**config.mk**
```make
export PLATFORM = sky130hd
export DESIGN_NAME = registers_term_multi
export DESIGN_NICKNAME = d
export VERILOG_FILES = /design/src/rtl/registers_pkg.sv /design/src/rtl/registers_prio_enc.sv /design/src/rtl/registers_term_multi.sv
export SDC_FILE = /design/constraint.sdc
export NUM_CORES = 1
export LEC_CHECK = 0
export BUFFER_PORTS_ARGS = -buffer_cell sky130_fd_sc_hd__buf_2
export CORE_UTILIZATION = 40
export CTS_CLUSTER_DIAMETER = 50
export DETAILED_ROUTE_END_ITERATION = 12
export GPL_ROUTABILITY_DRIVEN = 0
export PLACE_DENSITY = 0.6
export SLEW_MARGIN = 20
export SYNTH_ARGS = -nofsm -noshare
export SYNTH_HDL_FRONTEND = slang
export SYNTH_SLANG_ARGS = --single-unit
```
**constraint.sdc**
```tcl
create_clock -name CLK -period 2.4 [get_ports CLK]
set_input_delay 0.12 -clock CLK [delete_from_list [all_inputs] [get_ports CLK]]
set_output_delay 0.12 -clock CLK [all_outputs]
set_load 0.01 [all_outputs]
```
**src/rtl/registers_pkg.sv**
```systemverilog
// Shared types and helpers for the register-space cycle terminator.
package registers_pkg;

  // Terminator sequencing states.
  typedef enum logic [2:0] {
    IDLE  = 3'd0,
    COUNT = 3'd1,
    ACK   = 3'd2,
    ERR   = 3'd3,
    HOLD  = 3'd4
  } state_e;

  // Wait count of the fixed single-region terminator this block replaces.
  localparam int LEGACY_WAIT = 3;

  // Width of a region index; never narrower than one bit.
  function automatic int idx_w(input int n);
    return (n > 1) ? $clog2(n) : 1;
  endfunction

endpackage

```
**src/rtl/registers_prio_enc.sv**
```systemverilog
// Lowest-index-wins priority encoder with a valid flag.
module registers_prio_enc
  import registers_pkg::*;
#(
  parameter int N  = 2,
  parameter int IW = idx_w(N)
) (
  input  logic [N-1:0]  req_i,
  output logic          valid_o,
  output logic [IW-1:0] idx_o
);

  // Scan from the top down so the lowest set index is the last one written.
  always_comb begin
    // NOTE: every output gets a default first so no path leaves it unassigned (no latch).
    valid_o = |req_i;
    idx_o   = '0;
    for (int i = N - 1; i >= 0; i--) begin
      if (req_i[i]) idx_o = IW'(i);
    end
  end

endmodule

```
**src/rtl/registers_term_multi.sv**
```systemverilog
// Multi-region cycle terminator: programmable wait per region, DSACK-style
// strobe, and bus-error timeout for DMAC_ cycles nobody claims.
module registers_term_multi
  import registers_pkg::*;
#(
  parameter int NUM_REGIONS = 2,
  parameter int CNT_W       = 3,
  parameter int TO_CYC      = 16
) (
  input  logic                            CLK,
  input  logic                            RESET,
  input  logic                            AS_,
  input  logic                            DMAC_,
  input  logic [NUM_REGIONS-1:0]          REQ,
  input  logic [NUM_REGIONS-1:0]          EN,
  input  logic [NUM_REGIONS*CNT_W-1:0]    WAIT_CFG,
  output logic                            REG_DSK_,
  output logic                            BERR_,
  output logic [idx_w(NUM_REGIONS)-1:0]   REGION,
  output logic                            DONE
);

  localparam int IDX_W = idx_w(NUM_REGIONS);
  localparam int TO_W  = 8;

  state_e             state_q,  state_d;
  logic [CNT_W-1:0]   cnt_q,    cnt_d;
  logic [CNT_W-1:0]   w_q,      w_d;
  logic [IDX_W-1:0]   region_q, region_d;
  logic [TO_W-1:0]    to_cnt_q, to_cnt_d;
  logic               dsk_q,    dsk_d;
  logic               berr_q,   berr_d;
  logic               done_q,   done_d;

  logic               cyc;
  logic [NUM_REGIONS-1:0] claim;
  logic               claim_valid;
  logic [IDX_W-1:0]   claim_idx;
  logic [CNT_W-1:0]   claim_w;
  logic [CNT_W-1:0]   cnt_inc;

  assign cyc     = ~AS_ & ~DMAC_;
  assign claim   = REQ & EN;
  assign claim_w = WAIT_CFG[claim_idx*CNT_W +: CNT_W];
  // Saturating increment: the counter parks at all-ones instead of wrapping.
  assign cnt_inc = (cnt_q == '1) ? cnt_q : cnt_q + CNT_W'(1);

  registers_prio_enc #(
    .N  (NUM_REGIONS),
    .IW (IDX_W)
  ) u_prio (
    .req_i   (claim),
    .valid_o (claim_valid),
    .idx_o   (claim_idx)
  );

  // State register: synchronous reset wins over any cycle in progress.
  always_ff @(posedge CLK) begin
    // NOTE: sequential state uses non-blocking assignments so all registers update together.
    if (RESET) begin
      state_q  <= IDLE;
      cnt_q    <= '0;
      w_q      <= '0;
      region_q <= '0;
      to_cnt_q <= '0;
      dsk_q    <= 1'b1;
      berr_q   <= 1'b1;
      done_q   <= 1'b0;
    end else begin
      state_q  <= state_d;
      cnt_q    <= cnt_d;
      w_q      <= w_d;
      region_q <= region_d;
      to_cnt_q <= to_cnt_d;
      dsk_q    <= dsk_d;
      berr_q   <= berr_d;
      done_q   <= done_d;
    end
  end

  // Next-state logic: claim, wait, acknowledge, timeout and recovery.
  always_comb begin
    state_d  = state_q;
    cnt_d    = cnt_q;
    w_d      = w_q;
    region_d = region_q;
    to_cnt_d = to_cnt_q;
    dsk_d    = dsk_q;
    berr_d   = berr_q;
    done_d   = 1'b0;
    case (state_q)
      IDLE: begin
        if (cyc && claim_valid) begin
          // A claim beats a running timeout on the same edge.
          region_d = claim_idx;
          w_d      = claim_w;
          cnt_d    = '0;
          to_cnt_d = '0;
          if (claim_w == '0) begin
            state_d = ACK;
            dsk_d   = 1'b0;
            done_d  = 1'b1;
          end else begin
            state_d = COUNT;
          end
        end else if (cyc) begin
          if (to_cnt_q == TO_W'(TO_CYC - 1)) begin
            state_d  = ERR;
            berr_d   = 1'b0;
            to_cnt_d = '0;
          end else begin
            to_cnt_d = to_cnt_q + TO_W'(1);
          end
        end else begin
          to_cnt_d = '0;
        end
      end
      COUNT: begin
        // Latched wait and region are used; live WAIT_CFG/REQ are ignored here.
        if (!cyc) begin
          state_d = IDLE;
        end else begin
          cnt_d = cnt_inc;
          if (cnt_inc == w_q) begin
            state_d = ACK;
            dsk_d   = 1'b0;
            done_d  = 1'b1;
          end
        end
      end
      ACK: begin
        // Only AS_ ends the acknowledge; DMAC_ dropping away does not.
        if (AS_) begin
          state_d = HOLD;
          dsk_d   = 1'b1;
        end
      end
      ERR: begin
        if (AS_) begin
          state_d = HOLD;
          berr_d  = 1'b1;
        end
      end
      HOLD: begin
        // One recovery cycle; no claim is taken here even with AS_ low.
        state_d = IDLE;
      end
      default: begin
        state_d = IDLE;
      end
    endcase
  end

  // Output logic: strobes release combinationally as soon as AS_ rises.
  always_comb begin
    REG_DSK_ = dsk_q | AS_;
    BERR_    = berr_q | AS_;
    REGION   = region_q;
    DONE     = done_q;
  end

endmodule

```
# Yosys cells after proc, flatten, opt, wreduce, memory -nomap -nowiden
# Index checks and enable logic that the tools add are counted.
# op_classes
mux	32
n_reduce_logical	13
n_eq_ne	19
bitwise_logic	6
shifts	1
n_addsub	2
multipliers	1
# op_table
operator	count
3-bit 2-to-1 mux	9
8-bit 2-to-1 mux	3
2-bit != test (second input constant)	9
1-bit 2-to-1 mux	14
3-bit != test (second input constant)	3
3-bit case mux with 3 select lines	1
8-bit by 1-bit adder with 8-bit output (second input constant)	1
8-bit by 4-bit equality test with 1-bit output (second input constant)	1
3-bit by 2-bit equality test with 1-bit output (second input constant)	2
3-bit logical NOT	2
3-bit case mux with 2 select lines	1
6-bit AND reduction	1
6-bit by 4-bit indexed part select with 3-bit output	1
5-bit AND reduction	1
1-bit case mux with 2 select lines	2
4-bit AND reduction	1
2-bit nonzero test	2
2-bit OR reduction	2
3-bit by 1-bit adder with 3-bit output (second input constant)	1
3-bit by 1-bit equality test with 1-bit output (second input constant)	1
3-bit equality test	1
3-bit equality test (second input constant)	1
1-bit by 2-bit multiplier with 3-bit output (second input constant)	1
1-bit case mux with 3 select lines	1
10 further kinds	12
# totals
out_inout_bits	4
reg_bits	21
word_cells	82
in_bits	14

# Longest topological paths before layout
# Gate-level depths: netlist of the first run.
# depth
word_depth	9
mapped_depth	7
depth_no_buf	6

# Hierarchy
# Synthesis of the first run repeated with hierarchy kept, for this count alone.
# unflattened
hier_cells	154
hier_area_um2	1305.0
# by_module_without_submodules
module	area_each_um2	cells_each	seq_area_each_um2	n_inst
registers_term_multi	1292.5	152	420.4	1
registers_prio_enc	12.5	2	0.0	1

# Worst setup path before layout of the first run
# No wires, ideal clock.
# synth_timing
kind	reg-to-reg
startpoint	register to_cnt_q[0]
endpoint	register to_cnt_q[7]
synth_period_minus_slack_ns	1.859
path_stages_with_launch	8
required_time_ns	2.333
setup_ns	0.067
n_path_buf	1
t_arrival_ns	1.792
slack_ns	0.541
cell_sequence	dfxtp_1 > ha_1 > and3_1 > and2_1 > or3_1 > buf_2 > or3_1 > o21ai_2
# synth_between
elab_chain_cells	4
word_cells_on_any_way	5
classes_between	add/sub (1); eq/ne (1); mux (3)
# synth_lines
item	line_no	text
start: declaration	registers_term_multi.sv:30	logic [TO_W-1:0] to_cnt_q, to_cnt_d;
start signal: assignment	registers_term_multi.sv:74	to_cnt_q <= to_cnt_d;
8-bit by 1-bit adder with 8-bit output or 8-bit by 4-bit equality test with 1-bit output (tied branches)	registers_term_multi.sv:112, registers_term_multi.sv:107	
8-bit 2-to-1 mux *	registers_term_multi.sv:107	if (to_cnt_q == TO_W'(TO_CYC - 1)) begin
8-bit 2-to-1 mux *	registers_term_multi.sv:106	end else if (cyc) begin
8-bit 2-to-1 mux *	registers_term_multi.sv:93	if (cyc && claim_valid) begin
# Every way passes the cells marked *; elsewhere a longest branch is shown, timed or not.
# A chain may end at the register's enable or synchronous reset.

# Worst setup path in the final report of the first run
# Same ends and word-level chain as after synthesis.

==> results.sh, run 1 <==
export IMPL_io_buffers=17
export IMPL_clkPwrFrac=0.263
export IMPL_drt_iter0_markers=40
export IMPL_clkTransAtPathRegs_ns=0.12
export IMPL_nFillCells=285
export IMPL_synth_avg_cell_area_um2=8.35
export IMPL_period_share=0.828
export IMPL_rsz0062_at_grt="no"
export IMPL_p_leak_nw=0.515
export IMPL_drc=0
export IMPL_syn_inst=142
export IMPL_synth_top_area_cell="dfxtp_1"
export IMPL_synth_edff_count=0
export IMPL_p_per_area_mw_per_mm2=503
export IMPL_cts_buffers=3
export IMPL_grt_pass1_wl_um=4200
export IMPL_yosysSeqAreaShare=0.354
export IMPL_p_int_mw=0.470
export IMPL_cp_data_arrival_time_ns=2.24
export IMPL_max_vdd_ir_drop_v=0.000350
export IMPL_p_sw_mw=0.188
export IMPL_numClockSinks=21
export IMPL_yosys_area_top_type_share=0.354
export IMPL_nets=174
export IMPL_hold_class="in2reg"
export IMPL_skew_ns=0.00194
export IMPL_synth_ff_latch_count=21
export IMPL_status="finished, final reports clean"
export IMPL_finalCriticalPeriod_ns=1.99
export IMPL_start_kind="flip-flop"
export IMPL_drtPass1Iterations=4
export IMPL_synth_area_leaders="dfxtp_1, nor2_1, a21oi_1"
export IMPL_placed_area_mm2=0.00128
export IMPL_die_w_um=56.5
export IMPL_post_cts_resized=0
export IMPL_crit_type="reg2reg"
export IMPL_swShare=0.285
export IMPL_crit_chain="ha_1 -> and3_1 -> and2_1 -> or3_1 -> or3_1 -> o21ai_2"
export IMPL_cts_root_buffer_cell="clkbuf_4"
export IMPL_clk_latency_ns=0.30
export IMPL_yosysWarnings=0
export IMPL_cpMostUsedCell="or3_1"
export IMPL_die_h_um=56.5
export IMPL_initial_core_util=0.426
export IMPL_cts_tree="done"
export IMPL_synth_ff_type="dfxtp_1"
export IMPL_endpoint_kind="flip-flop"
export IMPL_relSlewSlack=0.660
export IMPL_power_mw=0.658
export IMPL_synth_cell_type_count=45
export IMPL_cts_htree_levels=1
export IMPL_finalInstanceArea_mm2=0.00131
export IMPL_maxSlewViolCount=0
export IMPL_syn2layout_area_growth_pct=10.4
export IMPL_synthArstFlopShare=0
export IMPL_cap_violations=0
export IMPL_antenna_cells=0
export IMPL_seq_power_share=0.566
export IMPL_fmax_mhz=504
export IMPL_pwr_share_comb=0.171
export IMPL_drive_above_1_share=0.204
export IMPL_io_pins=18
export IMPL_antenna_found_initial=0
export IMPL_fin_setup_tns_ns=0
export IMPL_hold_viol=0
export IMPL_clockBufferDepth=2
export IMPL_cts_hold_buffers=0
export IMPL_overflow=0
export IMPL_worst_pin_slew_ns=0.503
export IMPL_postCtsSetupRepairBufs=0
export IMPL_drt_total_wl_um=2320
export IMPL_die_area_mm2=0.00319
export IMPL_dp_hpwl_um=1770
export IMPL_grt_pass1_vias=953
export IMPL_cp_required_ns=2.65
export IMPL_critPathMaxStageDelay_ns=0.46
export IMPL_cp_slowest_cell="or3_1"
export IMPL_synthesis_area_mm2=0.00119
export IMPL_wl_per_cell_um=12.3
export IMPL_synth_commonest_cells="dfxtp_1, nor2_1, nand2_1"
export IMPL_grt_max_degree=23
export IMPL_setup_violations=0
export IMPL_ant_nets=0
export IMPL_vias_per_cell=5.63
export IMPL_track_usage=0.163
export IMPL_synth_nets=158
export IMPL_dr_total_vias=1058
export IMPL_rows=19
export IMPL_synth_most_common_cell="dfxtp_1"
export IMPL_core_mm2=0.00278
export IMPL_worst_path_max_fanout=7
[kinds of logic after synthesis]
kind of cell / Yosys count / synth area share
DFF: 21 / 0.354
buffers and inverters: 8 / 0.0285
adders and majority gates: 2 / 0.0211
muxes: 5 / 0.0432
and+or+nand+nor: 66 / 0.308
AOI/OAI and AO/OA: 37 / 0.223
xor gates and xnor gates: 3 / 0.0222
[registers in the layout, summed over array words and instances (netlist names)]
| register | count |
|---|---|
| to_cnt_q | 8 |
| dsk_q | 1 |
| REGION | 1 |
| DONE | 1 |
| cnt_q | 3 |
| berr_q | 1 |
| state_q | 3 |
| w_q | 3 |
[critical path: cells and delay by family (launching register included)]
family                   cells  cell delay (ns)
adder cells (fa/ha/maj)      1             0.23
flip-flops                   1             0.35
AND/OR/NAND/NOR              4             1.29
AO/OA/AOI/OAI                1             0.06
[layer usage]
metal  global-route usage  vias to the layer above  wire length (µm)
met1                0.243                      476              1240
met4               0.0557                        0                30
met3               0.0276                        4                82
met2                0.237                       27               964
met5                    0                        -                 0
li1                     -                      551                 -
[power by group through the flow]
stage	Sequential [mW]	Clock, mW	Combinational (mW)
floorplan	0.372	0	0.0929
global placement	0.380	0	0.112
detailed placement	0.380	0	0.113
CTS	0.372	0.177	0.113
global route	0.375	0.200	0.127
finish	0.372	0.173	0.113
[layout make-up]
cell class / count / area (µm²) / share of cell area
multi-input cells: 113 / 732 / 0.559
flip-flops and latches: 21 / 420 / 0.321
repair buffers: 17 / 85.1 / 0.0649
well taps: 31 / 38.8 / 0.0296
clock buffers: 4 / 26.3 / 0.0201
inverters: 2 / 7.51 / 0.00573
[path summary, 6_finish.rpt]
kind | depth (start not counted) | slack [ns] | end | from
worst max-delay path | 6 | 0.41 | to_cnt_q[7]$_SDFFE_PP0P_ | to_cnt_q[0]$_SDFFE_PP0P_
worst min-delay path | 3 | 0.16 | w_q[0]$_SDFFE_PP0P_ | WAIT_CFG[3]
worst max register to register | 6 | 0.41 | to_cnt_q[7]$_SDFFE_PP0P_ | to_cnt_q[0]$_SDFFE_PP0P_
worst min register to register | 2 | 0.50 | to_cnt_q[7]$_SDFFE_PP0P_ | to_cnt_q[7]$_SDFFE_PP0P_
[metrics by stage]
stage	utilization	std cells	hold WS, ns	setup WS, ns
3_5_place_dp	0.462	184	0.479	0.472
6_report	0.471	188	0.164	0.414
3_3_place_gp	0.462	184	0.472	0.506
5_1_grt	0.471	188	0.156	0.320
4_1_cts	0.471	188	0.170	0.425
2_1_floorplan	-	142	0.299	0.541
[cells in the final DEF (no fill, tap or decap), drive strengths merged, types with 5 or more instances in the layout]
cell type,count
a21oi,9
and3,5
buf,17
dfxtp,21
nand2,10
nand3,6
nor2,17
nor3,8
o21ai,5
No activity file was read; power rests on OpenSTA's default activity.
==> run 2, diff against run 1 <==
Clock period 2.4 ns to 1.95 ns, I/O delays scaled along.
==> run 2 against run 1 <==
  * Final cell count grew 3.2%
  * Count of clock-buffer cells in the layout unchanged
  * Sequential power increased by 22%
  * Non-clock buffer count is 6 higher
  * Critical path type unchanged
  * First-iteration DRC count grew 2.5%
  * Total power up 25%
==> results.sh, run 2 (synthesized netlist as in run 1, its figures left out) <==
export IMPL_status="finished, final reports clean"
export IMPL_core_mm2=0.00278
export IMPL_max_vdd_ir_drop_v=0.000384
export IMPL_worst_path_max_fanout=7
export IMPL_largest_register_ffs=8
export IMPL_antenna_found_initial=0
export IMPL_post_place_ws_ns=0.0571
export IMPL_cts_buffers=3
export IMPL_hold_viol=0
export IMPL_endpoint_kind="flip-flop"
export IMPL_fin_setup_tns_ns=0
export IMPL_die_w_um=56.5
export IMPL_crit_type="reg2reg"
export IMPL_power_mw=0.823
export IMPL_io_pins=18
export IMPL_maxSlewViolCount=0
export IMPL_drive_above_1_share=0.245
export IMPL_cap_violations=0
export IMPL_hold_class="in2reg"
export IMPL_crit_end="to_cnt_q[7]$_SDFFE_PP0P_"
export IMPL_die_area_mm2=0.00319
export IMPL_wl_per_cell_um=12.1
export IMPL_rsz0062_at_grt="no"
export IMPL_setup_ws_ns=0.0980
export IMPL_cts_hold_buffers=0
export IMPL_drc=0
export IMPL_layout_common_cells="dfxtp_1, nor2_1, buf_2, nand2_1, a21oi_1"
export IMPL_drt_iter0_markers=41
export IMPL_fmax_mhz=540
export IMPL_io_buffers=17
export IMPL_start_kind="flip-flop"
export IMPL_p_leak_nw=0.548
export IMPL_die_h_um=56.5
export IMPL_vias_per_cell=5.57
export IMPL_grt_pass1_vias=970
export IMPL_cp_required_ns=2.19
export IMPL_setup_violations=0
export IMPL_dp_hpwl_um=1800
export IMPL_clockBufferDepth=2
export IMPL_skew_ns=0.00308
export IMPL_worstRegToRegCells=6
export IMPL_timing_rr_start="to_cnt_q[0]$_SDFFE_PP0P_"
export IMPL_postCtsSetupRepairBufs=0
export IMPL_cts_tree="done"
export IMPL_overflow=0
export IMPL_cts_htree_levels=1
export IMPL_final_common_cell="dfxtp_1"
export IMPL_p_per_area_mw_per_mm2=599
export IMPL_antenna_cells=0
export IMPL_crit_start="to_cnt_q[0]$_SDFFE_PP0P_"
export IMPL_relSlewSlack=0.731
export IMPL_dr_total_vias=1080
export IMPL_nFillCells=278
export IMPL_cp_data_arrival_time_ns=2.09
export IMPL_drtPass1Iterations=4
export IMPL_clkTransAtPathRegs_ns=0.11
export IMPL_initial_core_util=0.426
export IMPL_clk_latency_ns=0.29
export IMPL_numClockSinks=21
export IMPL_rows=19
export IMPL_worst_pin_slew_ns=0.404
export IMPL_track_usage=0.169
export IMPL_timing_rr_end="to_cnt_q[7]$_SDFFE_PP0P_"
export IMPL_period_share=0.950
export IMPL_grt_pass1_wl_um=4320
export IMPL_ff2ff_setup_slack_ns=0.1
export IMPL_drt_total_wl_um=2360
export IMPL_syn2layout_area_growth_pct=15.8
export IMPL_nets=180
export IMPL_ant_nets=0
export IMPL_cts_root_buffer_cell="clkbuf_4"
export IMPL_finalCriticalPeriod_ns=1.85
export IMPL_max_flop_register="to_cnt_q"
export IMPL_grt_max_degree=23
[run 2: cell count changes in the layout (fill, tap and decap cells not counted), sizes merged]
| cell | before | now |
|---|---|---|
| buf | 17 | 23 |
[run 2: final cells by class]
cell class	instances	area, µm²	area share
timing repair buffer	23	130	0.0947
multi-input combinational	113	751	0.546
clock buffer	4	26.3	0.0191
tap	31	38.8	0.0282
inverter	2	7.51	0.00546
sequential	21	420	0.306
[run 2: how the worst min path moves through the flow]
| stage | startpoint | depth (start not counted) | end |
|---|---|---|---|
| floorplan | RESET | 2 | state_q[1]$_SDFFE_PP0P_ |
| global placement | WAIT_CFG[3] | 3 | w_q[0]$_SDFFE_PP0P_ |
| finish | WAIT_CFG[3] | 3 | w_q[0]$_SDFFE_PP0P_ |
| global route | WAIT_CFG[4] | 3 | w_q[1]$_SDFFE_PP0P_ |
| detailed placement | WAIT_CFG[3] | 3 | w_q[0]$_SDFFE_PP0P_ |
| CTS | WAIT_CFG[3] | 3 | w_q[0]$_SDFFE_PP0P_ |
[run 2: routing by layer]
layer  wire length (µm)  global-route usage  vias to the layer above
met3                114              0.0207                        2
met5                  0                   0                        -
met4                 17              0.0523                        0
li1                   -                   -                      565
met1               1230               0.249                      485
met2                991               0.254                       28
[run 2: power by group]
part           leakage [nW]  switching [mW]  internal (mW)  total [mW]
logic                 0.363          0.0906         0.0739       0.164
registers             0.170          0.0138          0.441       0.455
clock network        0.0150           0.125         0.0795       0.204
total                 0.548           0.229          0.594       0.823
[run 2: critical path: stages, from the launching register on]
cell     delay [ns]
dfxtp_1        0.35
ha_1           0.23
and3_1         0.23
and2_1         0.16
or3_4          0.40
or3_1          0.37
o21ai_2        0.06
[run 2: through the flow]
stage | cells | instance area (µm²) | util | hold slack [ns]
3_3_place_gp | 190 | 1330 | 0.478 | 0.462
5_1_grt | 194 | 1370 | 0.494 | 0.146
3_5_place_dp | 190 | 1330 | 0.478 | 0.468
4_1_cts | 194 | 1360 | 0.487 | 0.140
6_report | 194 | 1370 | 0.494 | 0.149
2_1_floorplan | 142 | 1190 | - | 0.276
[run 2: what timing repair did]
action | in CTS | in global routing
hold endpoints to repair | 0 | 0
setup endpoints to repair | 0 | 5
resized for setup | 0 | 3
==> run 3, diff against run 2 <==
Settings changed: BUFFER_PORTS_ARGS -buffer_cell sky130_fd_sc_hd__buf_2 to unset, CTS_CLUSTER_DIAMETER 50 to 30, DONT_BUFFER_PORTS set to 1, PLACE_DENSITY 0.6 to 0.55.
==> run 3 against run 2 <==
  * Global-route usage barely moved
  * Routed wire length rose by 6.5%
  * Total power fell by 0.76%
  * Setup slack got worse by 0.0097 ns
==> results.sh, run 3 (synthesized netlist as in run 1, its figures left out) <==
export IMPL_status="finished, final reports clean"
export IMPL_clk_latency_ns=0.30
export IMPL_post_place_ws_ns=0.0411
export IMPL_clockBufferDepth=2
export IMPL_endpoint_kind="flip-flop"
export IMPL_clkTransAtPathRegs_ns=0.12
export IMPL_period_share=0.955
export IMPL_nFillCells=284
export IMPL_syn2layout_area_growth_pct=9.92
export IMPL_cts_root_buffer_cell="clkbuf_4"
export IMPL_ant_nets=0
export IMPL_crit_chain="ha_1 -> and3_2 -> and2_1 -> or3_1 -> or3_1 -> o21ai_2"
export IMPL_grt_max_degree=18
export IMPL_dp_hpwl_um=1860
export IMPL_vias_per_cell=5.79
export IMPL_drt_total_wl_um=2510
export IMPL_hold_viol=0
export IMPL_skew_ns=0.00702
export IMPL_drt_iter0_markers=34
export IMPL_max_vdd_ir_drop_v=0.000424
export IMPL_setup_ws_ns=0.0882
export IMPL_layout_common_cells="dfxtp_1, nor2_1, nand2_1, a21oi_1"
export IMPL_wl_per_cell_um=14.0
export IMPL_antenna_cells=0
export IMPL_grt_pass1_vias=943
export IMPL_die_w_um=56.5
export IMPL_cpMostUsedCell="or3_1"
export IMPL_hold_start="RESET"
export IMPL_drive_above_1_share=0.169
export IMPL_rsz0062_at_grt="no"
export IMPL_p_per_area_mw_per_mm2=627
export IMPL_cts_buffers=3
export IMPL_nets=165
export IMPL_grt_pass1_wl_um=4220
export IMPL_drtPass1Iterations=4
export IMPL_cp_required_ns=2.20
export IMPL_cap_violations=0
export IMPL_finalCriticalPeriod_ns=1.86
export IMPL_final_common_cell="dfxtp_1"
export IMPL_setup_violations=0
export IMPL_rows=19
export IMPL_die_h_um=56.5
export IMPL_cts_tree="done"
export IMPL_cp_data_arrival_time_ns=2.11
export IMPL_timing_rr_start="to_cnt_q[0]$_SDFFE_PP0P_"
export IMPL_hold_class="in2reg"
export IMPL_start_kind="flip-flop"
export IMPL_antenna_found_initial=0
export IMPL_io_buffers=0
export IMPL_die_area_mm2=0.00319
export IMPL_overflow=0
export IMPL_max_flop_register="to_cnt_q"
export IMPL_core_mm2=0.00278
export IMPL_crit_type="reg2reg"
export IMPL_worst_path_max_fanout=4
export IMPL_track_usage=0.169
export IMPL_critPathMaxStageDelay_ns=0.39
export IMPL_fmax_mhz=537
export IMPL_cp_slowest_cell="or3_1"
export IMPL_io_pins=18
export IMPL_dr_total_vias=1037
export IMPL_initial_core_util=0.426
export IMPL_maxSlewViolCount=0
export IMPL_crit_start="to_cnt_q[0]$_SDFFE_PP0P_"
export IMPL_p_leak_nw=0.489
export IMPL_drc=0
export IMPL_largest_register_ffs=8
export IMPL_numClockSinks=21
export IMPL_relSlewSlack=0.572
export IMPL_fin_setup_tns_ns=0
export IMPL_worst_pin_slew_ns=0.640
export IMPL_cts_htree_levels=1
## run 3: changes by cell type in the layout (fill, tap and decap cells not counted), sizes merged
cell and delta:
buf -17, dlygate4sd3 +2
## run 3: per-stage QoR
stage	util	instance area (µm²)	hold WS (ns)	cells	power, mW
after global routing	0.469	1300	0.0259	179	0.863
after CTS	0.464	1290	0.00677	179	0.826
after global placement	0.447	1240	0.171	173	0.598
after floorplan	-	1190	0.276	142	0.573
final	0.469	1300	0.0128	179	0.817
after detailed placement	0.447	1240	0.172	173	0.601
## run 3: layout make-up
cell class	instances	area [µm²]	area share
inverter	2	7.51	0.00576
sequential	21	422	0.323
tap	31	38.8	0.0298
timing repair buffer	8	65.1	0.0499
multi-input combinational	113	744	0.571
clock buffer	4	26.3	0.0202
## run 3: path summary, 6_finish.rpt
check | depth (start not counted) | slack [ns] | endpoint
max reg2reg | 6 | 0.09 | to_cnt_q[7]$_SDFFE_PP0P_
min reg2reg | 2 | 0.50 | to_cnt_q[7]$_SDFFE_PP0P_
max | 6 | 0.09 | to_cnt_q[7]$_SDFFE_PP0P_
min | 3 | 0.01 | to_cnt_q[3]$_SDFFE_PP0P_
## run 3: critical path, delay by kind of cell (launching register included)
kind	cells	cell delay [ns]
DFF	1	0.35
and+or+nand+nor	4	1.17
AOI/OAI and AO/OA	1	0.06
adders and majority gates	1	0.22
## run 3: per-layer routing
layer / vias to the layer above / share of wire / track usage
li1: 537 / - / -
met1: 472 / 0.52 / 0.249
met2: 24 / 0.43 / 0.240
met3: 4 / 0.042 / 0.0276
met4: 0 / 0.011 / 0.0732
met5: - / 0 / 0
## run 3: power breakdown
part	internal (mW)	switching [mW]	total, mW	leakage, nW
clock	0.0797	0.135	0.215	0.0150
sequential	0.441	0.0146	0.456	0.170
combinational	0.0650	0.0814	0.146	0.304
## run 3: what timing repair did
item / CTS / global route
hold endpoints to repair: 16 / 0
hold buffers: 2 / 0
buffers inserted: 0 / 0
gates resized for setup: 0 / 4
endpoints found under the setup margin: 0 / 5
